[src/rtl/position_cursor_decoder_pkg.sv]
// Shared board types and helpers for the position cursor decoder and display path.
// Sizes supported: up to 64 cells (onehot_of works on a 64-bit canvas).
package position_pkg;

  typedef enum logic {PLAY = 1'b0, FULL = 1'b1} board_state_t;

  localparam int DEFAULT_NUM_POS = 9;

  // One-hot of a cell index on a 64-bit canvas; callers truncate to their board size.
  function automatic logic [63:0] onehot_of(input logic [5:0] idx);
    return 64'd1 << idx;
  endfunction

endpackage

[src/rtl/position_cursor_decoder_free_cell_scan.sv]
// Next-free-cell finder: single-cycle priority scan over the NUM_POS-1 cells
// after (FORWARD=1) or before (FORWARD=0) the cursor, wrapping around the board.
module free_cell_scan #(
  parameter int NUM_POS = 9,
  parameter int POS_W   = $clog2(NUM_POS),
  parameter bit FORWARD = 1'b1
) (
  input  logic [NUM_POS-1:0] occupied,
  input  logic [POS_W-1:0]   cursor,
  output logic               found,
  output logic [POS_W-1:0]   idx
);

  int cur_s;
  int cand_s;

  // Scan from the farthest candidate inward so the nearest free cell wins.
  always_comb begin
    found  = 1'b0;
    idx    = cursor;
    cur_s  = int'(cursor);
    cand_s = 0;
    for (int k = NUM_POS - 1; k >= 1; k--) begin
      if (FORWARD) begin
        cand_s = (cur_s + k >= NUM_POS) ? (cur_s + k - NUM_POS) : (cur_s + k);
      end else begin
        cand_s = (cur_s - k < 0) ? (cur_s - k + NUM_POS) : (cur_s - k);
      end
      if (!occupied[cand_s]) begin
        found = 1'b1;
        idx   = POS_W'(cand_s);
      end else begin
        found = found;
      end
    end
  end

endmodule

[src/rtl/position_cursor_decoder.sv]
// Registered board cursor with occupancy tracking and gated one-hot cell enable.
// Build option: POSITION_CURSOR_SKIP_OCCUPIED_EN makes stepping skip occupied cells.
module position_cursor_decoder
  import position_pkg::*;
#(
  parameter int NUM_POS = DEFAULT_NUM_POS,
  parameter int POS_W   = $clog2(NUM_POS)
) (
  input  logic               clk,
  input  logic               rst,
  input  logic               enable,
  input  logic               load,
  input  logic [POS_W-1:0]   pos_in,
  input  logic               step_next,
  input  logic               step_prev,
  input  logic               commit,
  input  logic               clear_board,
  output logic [NUM_POS-1:0] out_en,
  output logic [POS_W-1:0]   cursor,
  output logic [NUM_POS-1:0] occupied,
  output logic               commit_ok,
  output logic               commit_err,
  output logic               full
);

  localparam logic [POS_W-1:0] LAST_POS  = POS_W'(NUM_POS - 1);
  localparam logic [POS_W:0]   NUM_POS_V = (POS_W + 1)'(NUM_POS);

  board_state_t       state_r, state_s;
  logic [POS_W-1:0]   cursor_r, cursor_s;
  logic [NUM_POS-1:0] occupied_r, occupied_s;
  logic               commit_ok_r, commit_ok_s;
  logic               commit_err_r, commit_err_s;
  logic [POS_W-1:0]   next_idx_s, prev_idx_s;
  logic [NUM_POS-1:0] onehot_s;

`ifdef POSITION_CURSOR_SKIP_OCCUPIED_EN
  logic             next_found_s, prev_found_s;
  logic [POS_W-1:0] next_scan_s, prev_scan_s;

  free_cell_scan #(.NUM_POS(NUM_POS), .POS_W(POS_W), .FORWARD(1'b1)) u_scan_next (
    .occupied (occupied_r),
    .cursor   (cursor_r),
    .found    (next_found_s),
    .idx      (next_scan_s)
  );

  free_cell_scan #(.NUM_POS(NUM_POS), .POS_W(POS_W), .FORWARD(1'b0)) u_scan_prev (
    .occupied (occupied_r),
    .cursor   (cursor_r),
    .found    (prev_found_s),
    .idx      (prev_scan_s)
  );

  assign next_idx_s = next_found_s ? next_scan_s : cursor_r;
  assign prev_idx_s = prev_found_s ? prev_scan_s : cursor_r;
`else
  assign next_idx_s = (cursor_r == LAST_POS) ? {POS_W{1'b0}} : cursor_r + POS_W'(1);
  assign prev_idx_s = (cursor_r == {POS_W{1'b0}}) ? LAST_POS : cursor_r - POS_W'(1);
`endif

  // Board state and datapath register.
  always_ff @(posedge clk or posedge rst) begin
    if (rst) begin
      state_r      <= PLAY;
      cursor_r     <= {POS_W{1'b0}};
      occupied_r   <= {NUM_POS{1'b0}};
      commit_ok_r  <= 1'b0;
      commit_err_r <= 1'b0;
    end else begin
      state_r      <= state_s;
      cursor_r     <= cursor_s;
      occupied_r   <= occupied_s;
      commit_ok_r  <= commit_ok_s;
      commit_err_r <= commit_err_s;
    end
  end

  // One prioritised action per cycle; commit is judged on the registered cursor.
  always_comb begin
    state_s      = state_r;
    cursor_s     = cursor_r;
    occupied_s   = occupied_r;
    commit_ok_s  = 1'b0;
    commit_err_s = 1'b0;
    if (clear_board) begin
      occupied_s = {NUM_POS{1'b0}};
    end else if (load) begin
      cursor_s = ({1'b0, pos_in} < NUM_POS_V) ? pos_in : {POS_W{1'b0}};
    end else if (commit && enable) begin
      if (state_r == FULL || occupied_r[cursor_r]) begin
        commit_err_s = 1'b1;
      end else begin
        occupied_s[cursor_r] = 1'b1;
        commit_ok_s          = 1'b1;
      end
    end else if (step_next && !step_prev) begin
      cursor_s = next_idx_s;
    end else if (step_prev && !step_next) begin
      cursor_s = prev_idx_s;
    end else begin
      cursor_s = cursor_r;
    end

    case (state_r)
      PLAY: begin
        if (!clear_board && (&occupied_s)) begin
          state_s = FULL;
        end else begin
          state_s = PLAY;
        end
      end
      FULL: begin
        if (clear_board) begin
          state_s = PLAY;
        end else begin
          state_s = FULL;
        end
      end
      default: state_s = PLAY;
    endcase
  end

  assign onehot_s   = NUM_POS'(onehot_of(6'(cursor_r)));
  assign out_en     = enable ? onehot_s : {NUM_POS{1'b0}};
  assign cursor     = cursor_r;
  assign occupied   = occupied_r;
  assign commit_ok  = commit_ok_r;
  assign commit_err = commit_err_r;
  assign full       = (state_r == FULL);

endmodule

[config.mk]
export PLATFORM = sky130hd
export DESIGN_NAME = position_cursor_decoder
export DESIGN_NICKNAME = d
export VERILOG_FILES = /design/src/rtl/position_cursor_decoder_pkg.sv /design/src/rtl/position_cursor_decoder_free_cell_scan.sv /design/src/rtl/position_cursor_decoder.sv
export SDC_FILE = /design/constraint.sdc
export NUM_CORES = 1
export LEC_CHECK = 0
export ABC_AREA = 1
export ABC_CLOCK_PERIOD_IN_PS = 4590
export CELL_PAD_IN_SITES_DETAIL_PLACEMENT = 1
export CELL_PAD_IN_SITES_GLOBAL_PLACEMENT = 2
export CORE_ASPECT_RATIO = 1.2
export CORE_MARGIN = 5
export CORE_UTILIZATION = 26
export DETAILED_ROUTE_END_ITERATION = 12
export GPL_ROUTABILITY_DRIVEN = 0
export PLACE_DENSITY_LB_ADDON = 0.1
export SLEW_MARGIN = 20
export SYNTH_ARGS = -nofsm -noshare
export SYNTH_HDL_FRONTEND = slang
export SYNTH_HIERARCHICAL = 1
export SYNTH_SLANG_ARGS = --single-unit
[constraint.sdc]
create_clock -name clk -period 4.59 [get_ports clk]
set_input_delay 0.6885 -clock clk [delete_from_list [all_inputs] [get_ports clk]]
set_output_delay 0.6885 -clock clk [all_outputs]
set_load 0.01 [all_outputs]
==> results of run 1 <==
==> flip-flops by register name (all words and copies together) (netlist names) <==
name	flops
cursor	4
occupied	9
commit_ok	1
full	1
commit_err	1
==> per-layer routing <==
| layer | track usage, % | part of all wire [%] | vias up |
|---|---|---|---|
| met5 | 0 | 0 | - |
| met4 | 4.10 | 1.1 | 0 |
| met3 | 2.29 | 4.1 | 4 |
| met2 | 23.5 | 51 | 27 |
| met1 | 16.5 | 44 | 569 |
| li1 | - | - | 604 |
==> per-stage QoR <==
stage	util [%]	hold WS, ns
4_1_cts	38.2	0.513
5_1_grt	38.2	0.565
6_report	38.2	0.512
2_1_floorplan	-	0.534
3_3_place_gp	36.9	0.492
3_5_place_dp	36.9	0.495
==> synthesized netlist by cell type, types with 4 or more instances <==
library cell | n | area, sq um
ha_1 | 7 | 87.6
nand3_1 | 10 | 50.1
clkinv_1 | 4 | 15.0
dfrtp_1 | 16 | 400
nand4_1 | 7 | 43.8
nor2_1 | 26 | 97.6
inv_1 | 21 | 78.8
o21ai_0 | 4 | 20.0
a21oi_1 | 4 | 20.0
nand2_1 | 43 | 161
==> layout make-up <==
| type | count | area [sq um] | share of cell area, % |
|---|---|---|---|
| repair buffers | 36 | 360 | 22.0 |
| flip-flops and latches | 16 | 400 | 24.4 |
| well taps | 56 | 70.1 | 4.27 |
| inverters | 29 | 111 | 6.79 |
| multi-input cells | 120 | 642 | 39.2 |
| clock buffers | 4 | 55.1 | 3.36 |
==> worst max-delay path, cell delays in order <==
cell             delay, ns
clkdlybuf4s50_1       0.49
clkinv_1              0.27
nor2_1                0.23
clkdlybuf4s50_1       0.56
==> final timing paths <==
| kind | from | to | slack [ns] | depth (start not counted) |
|---|---|---|---|---|
| max in group asynchronous | rst | occupied[5] | 3.32 | 2 |
| min reg2reg | full | full | 0.51 | 2 |
| max | enable | out_en[6] | 1.66 | 4 |
| min | full | full | 0.51 | 2 |
| min in group asynchronous | rst | cursor[0] | 0.83 | 2 |
| max reg2reg | cursor[0] | full | 2.60 | 10 |
==> power breakdown <==
part	leakage, nW	switching (W)	total, W	internal, W
sequential	0.214	0.0000259	0.000176	0.000150
clock	0.0288	0.0000560	0.000132	0.0000763
combinational	0.546	0.000108	0.000187	0.0000788
==> cells in the final DEF, fill, tap and decap left out, drive strengths merged <==
| cell type | netlist | layout |
|---|---|---|
| xnor2 | 1 | 1 |
| clkinv | 4 | 4 |
| o21ai | 5 | 5 |
| clkbuf | 0 | 4 |
| a31oi | 3 | 3 |
| nor2 | 29 | 29 |
| ha | 7 | 7 |
| xor2 | 1 | 1 |
| o41ai | 1 | 1 |
| clkdlybuf4s50 | 0 | 36 |
| dfrtp | 16 | 16 |
| nand4 | 7 | 7 |
| nand3 | 12 | 12 |
| o22ai | 1 | 1 |
| o21bai | 1 | 1 |
| inv | 25 | 25 |
| a21oi | 5 | 5 |
| o211ai | 1 | 1 |
| nand2 | 45 | 45 |
| a211oi | 1 | 1 |
==> kinds of logic after synthesis <==
logic type | synth area share [%]
AO/OA/AOI/OAI | 10.7
AND/OR/NAND/NOR | 35.3
adder cells (fa/ha/maj) | 7.52
buffers and inverters | 10.5
XOR/XNOR | 1.50
flip-flops | 34.4
==> flow_metrics.env, run 1 <==
export IMPL_outcome="finished clean"
export IMPL_die_area_sq_mm=0.00592
export IMPL_viasPerCell=4.61
export IMPL_stdcell_area_sq_mm=0.00164
export IMPL_min_path_type="register to register"
export IMPL_ant_nets=0
export IMPL_die_h_um=83.3
export IMPL_critPathLaunchType="input pin"
export IMPL_io_buffers=36
export IMPL_ctsResizeCount=0
export IMPL_skew_ns=0.00863
export IMPL_required_ns=3.90
export IMPL_fillCellCount=567
export IMPL_dpl_worst_slack_ns=1.64
export IMPL_post_cts_buffers=0
export IMPL_syn_area_sq_mm=0.00116
export IMPL_leakagePower_nw=0.789
export IMPL_cap_violations=0
export IMPL_gr_total_overflow=0
export IMPL_synth_cells=166
export IMPL_setup_ws_ns=1.66
export IMPL_ys_seq_area_share_pct=34.4
export IMPL_htreeDepth=1
export IMPL_arrival_ns=2.25
export IMPL_setup_viol=0
export IMPL_synth_flop_cell="dfrtp_1"
export IMPL_ys_ff_latch=16
export IMPL_row_count=26
export IMPL_grt_pass1_vias=1321
export IMPL_powerDensity_mw_per_mm2=302
export IMPL_wl_per_cell_um=14.4
export IMPL_synth_nets=185
export IMPL_dpl_cell_area_sq_mm=0.00158
export IMPL_grt_pass1_wl_um=6400
export IMPL_dp_cells=257
export IMPL_worst_slew_pin_slew_ns=0.686
export IMPL_n_antenna_cell=0
export IMPL_drt_iter0_markers=27
export IMPL_maxSlewViolCount=0
export IMPL_nets=225
export IMPL_dieWidth_um=71.1
export IMPL_instances_no_fill=261
export IMPL_syn_area_per_cell_sq_um=7.02
export IMPL_drive_above_1_share_pct=8.78
export IMPL_antenna_found_initial=0
export IMPL_finalPower_w=0.000496
export IMPL_grt_max_degree=17
export IMPL_postCtsHoldBufs=0
export IMPL_start_util_pct=27.1
export IMPL_ir_worst_vdd_v=0.000130
export IMPL_clk_pin_slew_ns=0.07
export IMPL_endpoint_kind="output port"
export IMPL_cts_buffers=3
export IMPL_drt_pass1_iterations=4
export IMPL_clk_latency_ns=0.26
export IMPL_cts_sink_count=16
export IMPL_max_freq_ghz=0.341
export IMPL_area_growth_pct=40.7
export IMPL_postSynth_asyncResetShare_pct=100
export IMPL_grt_setup_unrepaired="no"
export IMPL_period_needed_ns=2.93
export IMPL_hold_viol_final=0
export IMPL_finalSetupTns_ns=0
export IMPL_remaining_drc_errors=0
export IMPL_synth_edff_count=0
export IMPL_crit_type="input pin to output port"
export IMPL_cts_buffer_depth=2
export IMPL_cts_tree="yes"
export IMPL_slew_headroom_pct=54.2
export IMPL_hpwl_um=3010
export IMPL_ys_warn_count=6
export IMPL_vias=1204
export IMPL_synthDistinctLibCells=27
export IMPL_grt_use_total_pct=13.4
export IMPL_crit_path_max_fanout=9
export IMPL_finalWirelength_um=3760
export IMPL_cts_root_buf="clkbuf_8"
export IMPL_core_sq_mm=0.00429
export IMPL_ioPinCount=37
export IMPL_period_share_pct=63.9
Note: power is estimated with default switching activity, not from simulation.
==> run 2: changes to the inputs <==
--- a/config.mk
+++ b/config.mk
@@ -6,12 +6,12 @@
 export NUM_CORES = 1
 export LEC_CHECK = 0
 export ABC_AREA = 1
-export ABC_CLOCK_PERIOD_IN_PS = 4590
+export ABC_CLOCK_PERIOD_IN_PS = 2750
 export CELL_PAD_IN_SITES_DETAIL_PLACEMENT = 1
 export CELL_PAD_IN_SITES_GLOBAL_PLACEMENT = 2
 export CORE_ASPECT_RATIO = 1.2
 export CORE_MARGIN = 5
-export CORE_UTILIZATION = 26
+export CORE_UTILIZATION = 24
 export DETAILED_ROUTE_END_ITERATION = 12
 export GPL_ROUTABILITY_DRIVEN = 0
 export PLACE_DENSITY_LB_ADDON = 0.1
==> constraint.sdc (replaced) <==
create_clock -name clk -period 2.75 [get_ports clk]
set_input_delay 0.4125 -clock clk [delete_from_list [all_inputs] [get_ports clk]]
set_output_delay 0.4125 -clock clk [all_outputs]
set_load 0.01 [all_outputs]
==> flow_metrics.env, run 2 (synthesis gave the netlist of run 1 again) <==
export IMPL_leakagePower_nw=0.799
export IMPL_multiInputGateArea_sq_um=642
export IMPL_cts_sink_count=16
export IMPL_cap_violations=0
export IMPL_reg2reg_depth=11
export IMPL_r2r_end="full"
export IMPL_grt_use_total_pct=13.8
export IMPL_seqPwrFrac_pct=33.3
export IMPL_drt_iter0_markers=51
export IMPL_crit_path_max_fanout=7
export IMPL_clk_latency_ns=0.26
export IMPL_grt_setup_unrepaired="no"
export IMPL_p_clk_share_pct=27.3
export IMPL_cts_tree="yes"
export IMPL_remaining_drc_errors=0
export IMPL_vias=1237
export IMPL_viasPerCell=4.67
export IMPL_ir_worst_vdd_v=0.000164
export IMPL_setup_ws_ns=0.307
export IMPL_period_share_pct=88.8
export IMPL_hold_start="full"
export IMPL_hold_depth=2
export IMPL_die_h_um=86.3
export IMPL_min_path_type="register to register"
export IMPL_cts_root_buf="clkbuf_8"
export IMPL_nets=227
export IMPL_powerDensity_mw_per_mm2=512
export IMPL_slew_headroom_pct=53.4
export IMPL_hpwl_um=3210
export IMPL_worst_slew_pin_slew_ns=0.698
export IMPL_area_growth_pct=42.2
export IMPL_io_buffers=36
export IMPL_gr_total_overflow=0
export IMPL_critPathLaunchType="register"
export IMPL_htreeDepth=1
export IMPL_holdPathEnd="full"
export IMPL_regArea_sq_um=400
export IMPL_max_freq_ghz=0.409
export IMPL_worst_path_max_delay_cell="clkdlybuf4s50_1"
export IMPL_cp_cell_sequence="nor2_1 > nand2_1 > nor2_1 > clkdlybuf4s50_1"
export IMPL_switching_share_pct=39.1
export IMPL_grt_max_degree=17
export IMPL_reg2reg_slack_ns=0.80
export IMPL_ant_nets=0
export IMPL_setup_viol=0
export IMPL_layout_commonest_cell="nand2_1"
export IMPL_mostFrequentLayoutCells="nand2_1, clkdlybuf4s50_1, nor2_1"
export IMPL_drt_pass1_iterations=4
export IMPL_hold_viol_final=0
export IMPL_required_ns=2.34
export IMPL_fillCellCount=582
export IMPL_outcome="finished clean"
export IMPL_finish_utilization_pct=35.5
export IMPL_die_area_sq_mm=0.00635
export IMPL_slowest_delay_ns=0.54
export IMPL_finalWirelength_um=4040
export IMPL_dpl_worst_slack_ns=0.392
export IMPL_postCtsHoldBufs=0
export IMPL_grt_pass1_wl_um=6850
export IMPL_start_util_pct=25.0
export IMPL_largest_reg_flops=9
export IMPL_crit_type="register to output port"
export IMPL_finalSetupTns_ns=0
export IMPL_endpoint_kind="output port"
export IMPL_finalPower_w=0.000849
export IMPL_power_switching_w=0.000332
export IMPL_maxSlewViolCount=0
export IMPL_power_internal_w=0.000517
export IMPL_antenna_found_initial=0
export IMPL_skew_ns=0.0102
export IMPL_period_needed_ns=2.44
export IMPL_post_cts_buffers=0
export IMPL_path_common_cell="nor2_1"
export IMPL_cts_buffers=3
export IMPL_clk_pin_slew_ns=0.09
export IMPL_ioPinCount=37
export IMPL_cts_buffer_depth=2
export IMPL_wl_per_cell_um=15.2
export IMPL_r2r_start="cursor[0]"
export IMPL_grt_pass1_vias=1337
export IMPL_comb_power_share_pct=39.4
export IMPL_drive_above_1_share_pct=9.66
export IMPL_arrival_ns=2.03
export IMPL_row_count=27
export IMPL_core_sq_mm=0.00466
export IMPL_dieWidth_um=73.6
export IMPL_ctsResizeCount=0
export IMPL_n_antenna_cell=0
## run 2: per-stage QoR
step                      instances  hold slack [ns]  area, sq um
after floorplan                 166            0.326         1160
after global placement          261            0.494         1600
after detailed placement        261            0.516         1600
after CTS                       265            0.531         1660
after global routing            265            0.570         1660
final                           265            0.522         1660
## run 2: final cells by class
class                      instances  share of cell area, %
tap                               58                   4.38
timing repair buffer              38                   22.7
inverter                          29                   6.72
clock buffer                       4                   3.32
sequential                        16                   24.2
multi-input combinational        120                   38.7
## run 2: metal layers
metal | global-route usage (%) | share of wire (%) | wire length [um]
met5 | 0 | 0 | 0
met4 | 4.61 | 1.3 | 53
met3 | 2.55 | 3.8 | 152
met2 | 23.6 | 52 | 2090
met1 | 17.3 | 43 | 1740
## run 2: critical path, delay by kind of cell (launching register included)
family        cells  cell delay (ns)
buf+inv           1             0.54
flops             1             0.49
simple gates      3             0.74
## run 2: power groups by stage
stage          registers [W]  logic (W)  clock network (W)
3_3_place_gp        0.000287   0.000339                  0
4_1_cts             0.000282   0.000342           0.000233
2_1_floorplan       0.000288   0.000199                  0
6_report            0.000282   0.000334           0.000232
3_5_place_dp        0.000287   0.000341                  0
5_1_grt             0.000286   0.000378           0.000249
## run 2: worst max path at each step
stage,from,end
2_1_floorplan,cursor[0],out_en[8]
3_3_place_gp,load,full
3_5_place_dp,load,full
4_1_cts,cursor[2],out_en[0]
5_1_grt,cursor[2],out_en[0]
6_report,cursor[2],out_en[0]
==> run 3: changes to the inputs <==
--- a/config.mk
+++ b/config.mk
@@ -6,7 +6,7 @@
 export NUM_CORES = 1
 export LEC_CHECK = 0
 export ABC_AREA = 1
-export ABC_CLOCK_PERIOD_IN_PS = 2750
+export ABC_CLOCK_PERIOD_IN_PS = 2400
 export CELL_PAD_IN_SITES_DETAIL_PLACEMENT = 1
 export CELL_PAD_IN_SITES_GLOBAL_PLACEMENT = 2
 export CORE_ASPECT_RATIO = 1.2
==> constraint.sdc (replaced) <==
create_clock -name clk -period 2.4 [get_ports clk]
set_input_delay 0.36 -clock clk [delete_from_list [all_inputs] [get_ports clk]]
set_output_delay 0.36 -clock clk [all_outputs]
set_load 0.01 [all_outputs]
==> flow_metrics.env, run 3 (synthesis gave the netlist of run 1 again) <==
export IMPL_endpoint_kind="output port"
export IMPL_drt_pass1_iterations=4
export IMPL_postCtsHoldBufs=0
export IMPL_maxSlewViolCount=0
export IMPL_finalSetupTns_ns=0
export IMPL_worst_slew_pin_slew_ns=0.717
export IMPL_period_needed_ns=2.24
export IMPL_regArea_sq_um=402
export IMPL_hpwl_um=3200
export IMPL_period_share_pct=93.5
export IMPL_mostFrequentLayoutCells="nand2_1, clkdlybuf4s50_1, nor2_1"
export IMPL_switching_share_pct=37.7
export IMPL_top_usage_layer="met2"
export IMPL_grt_max_degree=17
export IMPL_core_sq_mm=0.00466
export IMPL_wl_per_cell_um=14.6
export IMPL_grt_use_met1_pct=16.6
export IMPL_drive_above_1_share_pct=15.1
export IMPL_area_growth_pct=49.6
export IMPL_remaining_drc_errors=0
export IMPL_power_internal_w=0.000633
export IMPL_die_area_sq_mm=0.00635
export IMPL_cts_root_buf="clkbuf_8"
export IMPL_row_count=27
export IMPL_critPathLaunchType="input pin"
export IMPL_die_h_um=86.3
export IMPL_ant_nets=0
export IMPL_start_util_pct=25.0
export IMPL_required_ns=2.04
export IMPL_ioPinCount=37
export IMPL_io_buffers=36
export IMPL_antenna_found_initial=0
export IMPL_min_path_type="input pin to asynchronous set/reset pin"
export IMPL_grt_pass1_wl_um=6800
export IMPL_cts_sink_count=16
export IMPL_arrival_ns=1.88
export IMPL_htreeDepth=1
export IMPL_seqPwrFrac_pct=31.4
export IMPL_fillCellCount=587
export IMPL_dpl_worst_slack_ns=0.159
export IMPL_layout_commonest_cell="nand2_1"
export IMPL_vias=1259
export IMPL_comb_power_share_pct=43.2
export IMPL_cts_tree="yes"
export IMPL_crit_path_max_fanout=9
export IMPL_p_clk_share_pct=25.4
export IMPL_clk_latency_ns=0.26
export IMPL_cts_buffer_depth=2
export IMPL_grt_use_met2_pct=24.4
export IMPL_grt_setup_unrepaired="no"
export IMPL_powerDensity_mw_per_mm2=582
export IMPL_largest_reg_flops=9
export IMPL_setup_viol=0
export IMPL_hold_viol_final=0
export IMPL_viasPerCell=4.56
export IMPL_setup_ws_ns=0.157
export IMPL_dieWidth_um=73.6
export IMPL_finalWirelength_um=4040
export IMPL_crit_type="input pin to output port"
export IMPL_skew_ns=0.00528
export IMPL_n_antenna_cell=0
export IMPL_max_freq_ghz=0.446
export IMPL_cap_violations=0
export IMPL_ir_worst_vdd_v=0.000217
export IMPL_drt_iter0_markers=51
export IMPL_nets=238
export IMPL_clk_pin_slew_ns=0.07
export IMPL_grt_pass1_vias=1377
export IMPL_leakagePower_nw=0.849
export IMPL_grt_use_total_pct=13.8
export IMPL_gr_total_overflow=0
export IMPL_use_met3_pct=2.32
export IMPL_cts_buffers=3
export IMPL_power_switching_w=0.000382
export IMPL_multiInputGateArea_sq_um=644
export IMPL_outcome="finished clean"
export IMPL_slew_headroom_pct=52.2
run 3: power groups by stage:
stage               Sequential, W  Combinational (W)  Clock [W]
CTS                      0.000324           0.000416   0.000269
global route             0.000322           0.000487   0.000286
finish                   0.000319           0.000439   0.000257
detailed placement       0.000328           0.000415          0
floorplan                0.000330           0.000228          0
global placement         0.000327           0.000411          0
run 3: path summary, 6_finish.rpt:
check                                from        end  slack [ns]  cells after the start
worst max-delay path               enable  out_en[6]        0.16                      4
worst min-delay path                  rst  cursor[0]        0.51                      2
worst max register to register  cursor[0]       full        0.60                     11
worst min register to register       full       full        0.52                      2
max in group asynchronous             rst  cursor[1]        1.39                      2
min in group clk                     full       full        0.52                      2
run 3: per-stage QoR:
stage / utilization, % / total power [W] / cells / area, sq um / hold slack (ns)
floorplan: - / 0.000557 / 166 / 1160 / 0.274
global placement: 35.5 / 0.000738 / 268 / 1650 / 0.494
detailed placement: 35.5 / 0.000743 / 268 / 1650 / 0.515
CTS: 36.7 / 0.00101 / 272 / 1710 / 0.531
global route: 37.4 / 0.00110 / 276 / 1740 / 0.544
finish: 37.4 / 0.00101 / 276 / 1740 / 0.508
run 3: area by class of cell:
cell class	instances	share of cell area, %
Multi-Input combinational cell	120	37.0
Timing Repair Buffer	49	26.3
Sequential cell	16	23.0
Inverter	29	6.39
Tap cell	58	4.16
Clock buffer	4	3.16
run 3: critical path, cell delays in order:
cell and delay [ns]:
clkdlybuf4s50_1 0.49, clkinv_1 0.27, nor2_1 0.20, clkdlybuf4s50_1 0.55
run 3: routing by layer:
metal / vias to the layer above / wire [um] / part of all wire (%)
met5: - / 0 / 0
met4: 0 / 56 / 1.4
met3: 5 / 147 / 3.6
met2: 26 / 2110 / 52
met1: 597 / 1730 / 43
li1: 631 / - / -
run 3: timing repair:
item / 4_1_cts / 5_1_grt
setup buffers: 0 / 4
hold endpoints to repair: 0 / 0
endpoints found under the setup margin: 4 / 2
resized for setup: 1 / 1
